===== src/rtl/uart_baud_tick_gen.sv =====
// UART receive baud/oversample tick generator with a fractional divider.
// Emits registered oversample, bit-centre and bit-end strobes; resync realigns the phase to a start-bit edge.
module uart_baud_tick_gen #(
  parameter int CLOCK_HZ   = 50_000_000,
  parameter int OVERSAMPLE = 16,
  parameter int DIV_W      = 12,
  parameter int FRAC_W     = 8
) (
  input  logic                          clock,
  input  logic                          reset,
  input  logic                          enable,
  input  logic                          resync,
  input  logic [2:0]                    baud_sel,
  input  logic [DIV_W+FRAC_W-1:0]       div_custom,
  output logic                          os_tick,
  output logic                          mid_tick,
  output logic                          bit_tick,
  output logic [$clog2(OVERSAMPLE)-1:0] os_phase,
  output logic                          active
);

  localparam int DW   = DIV_W + FRAC_W;
  localparam int OS_W = $clog2(OVERSAMPLE);

  typedef enum logic {IDLE = 1'b0, RUN = 1'b1} state_t;

  // Rounded-to-nearest Q(DIV_W.FRAC_W) system clocks per oversample tick for a given baud rate.
  function automatic logic [DW-1:0] preset_div(input logic [63:0] rate);
    logic [63:0] den;
    logic [63:0] num;
    den = rate * 64'(OVERSAMPLE);
    num = 64'(CLOCK_HZ) * (64'd1 << FRAC_W) + den / 64'd2;
    preset_div = DW'(num / den);
  endfunction

  // A period shorter than two clocks would make ticks back-to-back, so the integer part is floored at 2.
  function automatic logic [DW-1:0] clamp_div(input logic [DW-1:0] d);
    if (d[DW-1:FRAC_W] < DIV_W'(2)) begin
      clamp_div = {DIV_W'(2), FRAC_W'(0)};
    end else begin
      clamp_div = d;
    end
  endfunction

  localparam logic [DW-1:0] D_2400   = preset_div(64'd2400);
  localparam logic [DW-1:0] D_4800   = preset_div(64'd4800);
  localparam logic [DW-1:0] D_9600   = preset_div(64'd9600);
  localparam logic [DW-1:0] D_19200  = preset_div(64'd19200);
  localparam logic [DW-1:0] D_38400  = preset_div(64'd38400);
  localparam logic [DW-1:0] D_57600  = preset_div(64'd57600);
  localparam logic [DW-1:0] D_115200 = preset_div(64'd115200);

  state_t            state_r;
  state_t            state_s;
  logic              restart_s;
  logic              tick_s;
  logic              end_s;
  logic [DW-1:0]     sel_div_s;
  logic [DW-1:0]     div_q_r;
  logic [DIV_W-1:0]  div_int_s;
  logic [FRAC_W-1:0] div_frac_s;
  logic [DIV_W:0]    period_s;
  logic [DIV_W:0]    cyc_cnt_r;
  logic [FRAC_W-1:0] frac_acc_r;
  logic              carry_r;
  logic [OS_W-1:0]   os_cnt_r;
  logic              os_tick_r;
  logic              mid_tick_r;
  logic              bit_tick_r;
  logic              active_r;

  assign div_int_s  = div_q_r[DW-1:FRAC_W];
  assign div_frac_s = div_q_r[FRAC_W-1:0];
  assign period_s   = {1'b0, div_int_s} + {{DIV_W{1'b0}}, carry_r};
  assign end_s      = (cyc_cnt_r == (period_s - {{DIV_W{1'b0}}, 1'b1}));

  // Divisor source selection from the rate selector.
  always_comb begin
    sel_div_s = D_9600;
    case (baud_sel)
      3'd0:    sel_div_s = D_2400;
      3'd1:    sel_div_s = D_4800;
      3'd2:    sel_div_s = D_9600;
      3'd3:    sel_div_s = D_19200;
      3'd4:    sel_div_s = D_38400;
      3'd5:    sel_div_s = D_57600;
      3'd6:    sel_div_s = D_115200;
      3'd7:    sel_div_s = div_custom;
      default: sel_div_s = D_9600;
    endcase
  end

  // Divisor is captured only while idle or on resync, so rate changes never disturb a bit in flight.
  always_ff @(posedge clock) begin
    if (reset) begin
      div_q_r <= D_9600;
    end else if (!enable || resync) begin
      div_q_r <= clamp_div(sel_div_s);
    end else begin
      div_q_r <= div_q_r;
    end
  end

  // State register.
  always_ff @(posedge clock) begin
    if (reset) begin
      state_r <= IDLE;
    end else begin
      state_r <= state_s;
    end
  end

  // Next state; resync beats a coincident period end, and enable low beats resync.
  always_comb begin
    state_s   = state_r;
    restart_s = 1'b0;
    tick_s    = 1'b0;
    case (state_r)
      IDLE: begin
        if (enable) begin
          state_s   = RUN;
          restart_s = 1'b1;
        end else begin
          state_s   = IDLE;
        end
      end
      RUN: begin
        if (!enable) begin
          state_s = IDLE;
        end else if (resync) begin
          state_s   = RUN;
          restart_s = 1'b1;
        end else begin
          state_s = RUN;
          tick_s  = end_s;
        end
      end
      default: begin
        state_s = IDLE;
      end
    endcase
  end

  // Period, fractional and phase counters plus registered strobes.
  always_ff @(posedge clock) begin
    if (reset || (state_s == IDLE) || restart_s) begin
      cyc_cnt_r  <= '0;
      frac_acc_r <= '0;
      carry_r    <= 1'b0;
      os_cnt_r   <= '0;
      os_tick_r  <= 1'b0;
      mid_tick_r <= 1'b0;
      bit_tick_r <= 1'b0;
    end else if (tick_s) begin
      cyc_cnt_r               <= '0;
      {carry_r, frac_acc_r}   <= {1'b0, frac_acc_r} + {1'b0, div_frac_s};
      os_cnt_r                <= os_cnt_r + OS_W'(1);
      os_tick_r               <= 1'b1;
      mid_tick_r              <= (os_cnt_r == OS_W'(OVERSAMPLE / 2 - 1));
      bit_tick_r              <= (os_cnt_r == OS_W'(OVERSAMPLE - 1));
    end else begin
      cyc_cnt_r  <= cyc_cnt_r + {{DIV_W{1'b0}}, 1'b1};
      frac_acc_r <= frac_acc_r;
      carry_r    <= carry_r;
      os_cnt_r   <= os_cnt_r;
      os_tick_r  <= 1'b0;
      mid_tick_r <= 1'b0;
      bit_tick_r <= 1'b0;
    end
  end

  // Running indicator.
  always_ff @(posedge clock) begin
    if (reset) begin
      active_r <= 1'b0;
    end else begin
      active_r <= (state_s == RUN);
    end
  end

  assign os_tick  = os_tick_r;
  assign mid_tick = mid_tick_r;
  assign bit_tick = bit_tick_r;
  assign os_phase = os_cnt_r;
  assign active   = active_r;

endmodule


===== config.mk =====
export PLATFORM = sky130hd
export DESIGN_NAME = uart_baud_tick_gen
export DESIGN_NICKNAME = d
export VERILOG_FILES = /design/src/rtl/uart_baud_tick_gen.sv
export SDC_FILE = /design/constraint.sdc
export NUM_CORES = 1
export LEC_CHECK = 0
export CAP_MARGIN = 30
export CORE_UTILIZATION = 30
export DETAILED_ROUTE_END_ITERATION = 6
export HOLD_SLACK_MARGIN = 0.15
export REMOVE_ABC_BUFFERS = 1
export SLEW_MARGIN = 20
export SYNTH_ARGS = -nofsm -noshare
export SYNTH_HDL_FRONTEND = slang
export SYNTH_SLANG_ARGS = --single-unit

===== constraint.sdc =====
create_clock -name clock -period 5.05 [get_ports clock]
set_input_delay 0.505 -clock clock [delete_from_list [all_inputs] [get_ports clock]]
set_output_delay 0.505 -clock clock [all_outputs]
set_load 0.03 [all_outputs]

==> metrics.yaml, run 1 <==
status: "finished clean"
cap_viol_max_count: 0
ys_seq_elements: 50
drive_gt1_frac: 0.0378
p_per_area_mw_per_mm2: 238
r2r_cells: 10
synth_area_per_cell_sq_um: 8.31
pre_cts_ws_ns: 1.32
worst_slack_ns: 1.65
sw_frac_of_total: 0.248
dp_hpwl_mm: 4.88
cts_tree: "done"
setup_tns_ns: 0
post_cts_buffers: 0
p_int_uw: 609
wirelength_mm: 6.46
r2r-start: "div_q_r[8]$_SDFFE_PP1P_"
synthArstFlopShare: 0
p_switching_uw: 200
clk_latency_ns: 0.30
via_count: 2443
grt_overflow_total: 0
hp-class: "register to register"
synthCells: 349
setup_viol: 0
num_rows: 35
grt_antenna_before_repair: 0
gr-usage-met1: 0.190
die_y_um: 100
finalCriticalPeriod_ns: 3.40
synth_top_flop_cell: "dfxtp_1"
nFillCells: 1010
grt_util_met2: 0.214
drc: 0
power_frac_comb: 0.137
ys_types: 56
die_width_um: 100
grt_use_total: 0.135
worstReg2RegEnd: "cyc_cnt_r[0]$_SDFF_PP0_"
synth_edf_count: 0
worstSetupStartpointType: "primary input"
critPathKind: "primary input to register"
leakage_uw: 0.00127
worst_hold_slack_ns: 0.480
cts-hold-fix-buffers: 0
wire_per_inst_um: 12.9
synth_top_area_frac: 0.345
worst_pin_slew_ns: 0.887
netlist_top_cells_area: "dfxtp_1 (35%), nor2_1 (6.7%), xor2_1 (5.4%)"
finalMaxSlewViolations: 0
place_congestion: 0.872
irDropWorstVdd_mv: 0.0980
dieArea_sq_mm: 0.0101
syn_area_sq_mm: 0.00290
htreeDepth: 2
dr.pass1.iters: 5
clock.fmax_mhz: 294
r2r_setup_slack_ns: 1.76
finClkSkew_ns: 0.00805
cts_buffer_depth: 2
pin_count: 35
power_uw: 809
cts_buffers: 5
ant_nets: 0
path_clk_slew_ns: 0.09
clock_sinks: 50
nets: 409
cts_resized: 0
endpoint: "cyc_cnt_r[0]$_SDFF_PP0_"
clkPwrFrac: 0.345
yosys.area.top_type: "dfxtp_1"
critPathRequiredTime_ns: 5.24
arrival_ns: 3.59
yosysSeqAreaShare: 0.345
grt_max_degree: 24
finalCritPeriodShare: 0.673
top_usage_layer: "met2"
grt_first_pass_wirelength_mm: 10.9
grt_util_met3: 0.0265
seqPwrFrac: 0.518
yosys_warnings: 0
grt_pass1_vias: 2245
regArea_sq_mm: 0.00100
core_sq_mm: 0.00928
cts-root-buf: "clkbuf_8"
critPathCaptureType: "register"
cp_max_fo: 22
multiInputGateArea_sq_mm: 0.00174
initial_core_util: 0.312
drtIter0Drc: 99
rsz0062_at_grt: "no"
area_delta_synth_final_pct: 17.3
io_buffers: 34
viasPerCell: 4.90
critPathLaunch: "enable"
hold_viol: 0
n_antenna_cell: 0
relSlewSlack: 0.407
-- cell type report --
cell class	count	area share
Multi-Input combinational cell	265	0.512
Sequential cell	50	0.294
Timing Repair Buffer	34	0.100
Tap cell	129	0.0475
Clock buffer	7	0.0225
Inverter	13	0.0144
Clock inverter	1	0.00883
-- power groups by stage --
stage | combinational, uW | clock [uW] | sequential, uW
floorplan | 64.7 | 0 | 425
global placement | 110 | 0 | 428
detailed placement | 111 | 0 | 428
CTS | 112 | 285 | 419
global route | 124 | 300 | 422
finish | 111 | 279 | 419
-- how the worst min path moves through the flow --
stage,from,to,depth (start not counted)
CTS,carry_r$_SDFFE_PP0P_,carry_r$_SDFFE_PP0P_,2
detailed placement,carry_r$_SDFFE_PP0P_,carry_r$_SDFFE_PP0P_,2
global route,carry_r$_SDFFE_PP0P_,carry_r$_SDFFE_PP0P_,2
finish,carry_r$_SDFFE_PP0P_,carry_r$_SDFFE_PP0P_,2
global placement,carry_r$_SDFFE_PP0P_,carry_r$_SDFFE_PP0P_,2
floorplan,div_q_r[7]$_SDFFE_PP1P_,div_q_r[7]$_SDFFE_PP1P_,2
-- routing by layer --
layer / up-vias / part of all wire / wire, um
li1: 1264 / - / -
met1: 1125 / 0.51 / 3290
met2: 49 / 0.44 / 2870
met3: 5 / 0.041 / 262
met4: 0 / 0.0050 / 32
met5: - / 0 / 0
-- worst max-delay path, stage by stage --
cell             delay [ns]
clkdlybuf4s50_1        0.48
and2b_2                0.44
nand2_1                0.15
or4_1                  0.56
nor4b_1                0.32
and4bb_1               0.72
nand2b_4               0.35
nor2_1                 0.06
-- placed cells by master, fill, tap and decap left out, types with 7 or more instances in the layout --
master,n
a21oi_1,14
clkdlybuf4s50_1,34
dfxtp_1,50
ha_1,12
inv_1,13
mux2i_1,14
nand2_1,31
nand3_1,15
nand4_1,7
nor2_1,52
nor4_1,7
o21ai_0,9
xnor2_1,15
xor2_1,18
-- flip-flops by register name, summed over array words and instances, names as in the netlist --
register / flops
os_phase: 4
mid_tick: 1
carry_r: 1
cyc_cnt_r: 13
div_q_r: 20
os_tick: 1
frac_acc_r: 8
bit_tick: 1
active: 1
-- stage by stage --
stage	instances	utilization	area, sq um
5_1_grt	499	0.366	3400
6_report	499	0.366	3400
2_1_floorplan	328	-	2790
4_1_cts	499	0.366	3400
3_5_place_dp	491	0.355	3290
3_3_place_gp	491	0.355	3290
-- kinds of logic (layout without fill, tap and decap cells) --
group / after synthesis / after routing / share of synthesized area
buffers and inverters: 34 / 55 / 0.0539
and+or+nand+nor: 145 / 145 / 0.247
xor gates and xnor gates: 33 / 33 / 0.0997
DFF: 50 / 50 / 0.345
AOI/OAI and AO/OA: 60 / 60 / 0.147
muxes: 14 / 14 / 0.0483
adders and majority gates: 13 / 13 / 0.0587
-- Yosys cell counts, types with 2 or more instances --
library cell  number
o21a_1             4
and3_1             4
o41ai_1            2
inv_1             13
nor3_1             6
nand4_1            7
nand2_1           31
and3b_1            2
and2_1             2
nand3_1           15
xor2_1            18
nor4_1             7
clkbuf_1          15
a21o_1             2
buf_1              2
o21ai_0            9
a221o_1            3
a32oi_1            3
nor2_1            52
o31a_1             2
dfxtp_1           50
a21oi_1           14
o21bai_1           4
a221oi_1           2
xnor2_1           15
nor2b_1            5
or2_2              2
mux2i_1           14
ha_1              12
a211oi_1           5
nor4b_1            2
Note: power is estimated with default switching activity, not from simulation.
==> run 2: changes to the inputs <==
==> constraint.sdc (replaced) <==
create_clock -name clock -period 3 [get_ports clock]
set_input_delay 0.3 -clock clock [delete_from_list [all_inputs] [get_ports clock]]
set_output_delay 0.3 -clock clock [all_outputs]
set_load 0.03 [all_outputs]
==> run 2 against run 1 <==
Effect of this change: die area is the same; non-clock buffer count grew 7; sequential cell count is the same; largest cell class unchanged; routed wire length grew 3.1%; setup slack lost 1.3 ns; sequential share of layout area shrank 0.43 points.
==> metrics.yaml, run 2 (synthesis gave the netlist of run 1 again) <==
drc: 0  # unchanged
critPathCaptureType: "register"
io_buffers: 34  # unchanged
power_uw: 1300  # +60%
grt_max_degree: 24  # unchanged
worstSetupStartpointType: "register"
dieArea_sq_mm: 0.0101  # unchanged
cp_top_family: "simple AND/OR/NAND/NOR gates"
nets: 416  # +1.7%
finalCritPeriodShare: 0.900
wirelength_mm: 6.66  # +3.1%
clock_sinks: 50  # unchanged
final_util: 0.372  # +0.00539
cp_max_fo: 15  # -32%
via_count: 2490  # +1.9%
crit_chain: "inv_1, ha_1, ha_1, or4b_1, o21ai_0, o41ai_1, nor4b_1, and4bb_1, buf_12, nand2b_4, nor2_1"
grt_use_total: 0.138  # +0.00342
grt_first_pass_wirelength_mm: 11.2  # +2.0%
rsz0062_at_grt: "no"
drtIter0Drc: 65  # -34%
cts_buffers: 5  # unchanged
critPathKind: "register to register"
cts_resized: 0  # unchanged
worst_pin_slew_ns: 0.702  # -0.185 ns
path_clk_slew_ns: 0.09  # about the same
n_antenna_cell: 0  # unchanged
cap_viol_max_count: 0  # unchanged
finalMaxSlewViolations: 0  # unchanged
place_congestion: 0.876  # +0.40%
drive_gt1_frac: 0.0584  # +0.0205
core_sq_mm: 0.00928  # unchanged
cts-root-buf: "clkbuf_8"
hold_viol: 0  # unchanged
place_inst: 498  # +1.4%
pin_count: 35  # unchanged
grt_antenna_before_repair: 0  # unchanged
finClkSkew_ns: 0.00516  # -0.00289 ns
p_per_area_mw_per_mm2: 376  # +58%
grt_overflow_total: 0  # unchanged
layout_commonest_cell: "nor2_1"
crit_path_max_incr_delay_ns: 0.51  # -0.21 ns
finalCriticalPeriod_ns: 2.70
grt_pass1_vias: 2384  # +6.2%
setup_viol: 0  # unchanged
initial_core_util: 0.312  # unchanged
relSlewSlack: 0.532  # +0.125
die_width_um: 100  # unchanged
die_y_um: 100  # unchanged
area_delta_synth_final_pct: 19.0
final_cell_mix: "nor2_1 (52), dfxtp_1 (50), clkdlybuf4s50_1 (34), nand2_1 (31), xor2_1 (18)"
htreeDepth: 2  # unchanged
arrival_ns: 2.89  # -0.70 ns
setup_tns_ns: 0  # unchanged
viasPerCell: 4.92  # +0.51%
cts-hold-fix-buffers: 0  # unchanged
wire_per_inst_um: 13.2  # +1.7%
irDropWorstVdd_mv: 0.177  # +80%
cpMaxStageDelayCell: "or4b_1"
hp-class: "register to register"
critPathRequiredTime_ns: 3.19  # -2.05 ns
worst_hold_slack_ns: 0.478  # -0.00159 ns
num_rows: 35  # unchanged
clk_latency_ns: 0.29  # about the same
final_cells: 506  # +1.4%
largest_reg_flops: 20  # unchanged
cts_buffer_depth: 2  # unchanged
path_common_cell: "ha_1"
leakage_uw: 0.00130  # +2.6%
clock.fmax_mhz: 370
dr.pass1.iters: 4  # -1
ant_nets: 0  # unchanged
post_cts_buffers: 0  # unchanged
reg.largest.list: "div_q_r (20), cyc_cnt_r (13), frac_acc_r (8)"
cts_tree: "done"
regMostFlops: "div_q_r"
dp_hpwl_mm: 5.09  # +4.3%
path_buf_inv: 2  # +1
status: "finished clean"
[run 2: tightest hold or removal path: stages (launching register included)]
cell	delay, ns
dfxtp_1	0.31
inv_1	0.07
a211oi_1	0.06
[run 2: cell type report]
class	instances	area [sq um]
well taps	129	161
multi-input cells	265	1740
flip-flops and latches	50	1000
clock buffers	7	86.3
clock inverters	1	5.00
inverters	13	48.8
repair buffers	41	405
fillers	982	5830
[run 2: layer usage]
layer	wire length, um	vias to the layer above	share of wire	global-route usage
met5	0	-	0	0
met4	106	0	0.016	0.0424
met3	199	6	0.030	0.0230
met2	3100	55	0.47	0.229
met1	3260	1148	0.49	0.183
li1	-	1281	-	-
[run 2: final timing paths]
| path | startpoint | endpoint | slack (ns) | cells past startpoint |
|---|---|---|---|---|
| min reg2reg | carry_r$_SDFFE_PP0P_ | carry_r$_SDFFE_PP0P_ | 0.48 | 2 |
| max reg2reg | div_q_r[8]$_SDFFE_PP1P_ | cyc_cnt_r[8]$_SDFF_PP0_ | 0.30 | 11 |
| max | div_q_r[8]$_SDFFE_PP1P_ | cyc_cnt_r[8]$_SDFF_PP0_ | 0.30 | 11 |
| min | carry_r$_SDFFE_PP0P_ | carry_r$_SDFFE_PP0P_ | 0.48 | 2 |
[run 2: report_power, final]
| group | internal (uW) | total, uW | leakage, uW | switching, uW |
|---|---|---|---|---|
| Clock | 187 | 399 | 0.0000482 | 212 |
| Sequential | 682 | 705 | 0.000407 | 23.1 |
| Combinational | 98.0 | 194 | 0.000846 | 96.3 |
[run 2: metrics by stage]
stage / worst slack, ns / cell area, sq um
finish: 0.300 / 3450
global route: 0.142 / 3450
CTS: 0.291 / 3450
detailed placement: 0.298 / 3360
global placement: 0.340 / 3360
floorplan: 0.227 / 2790
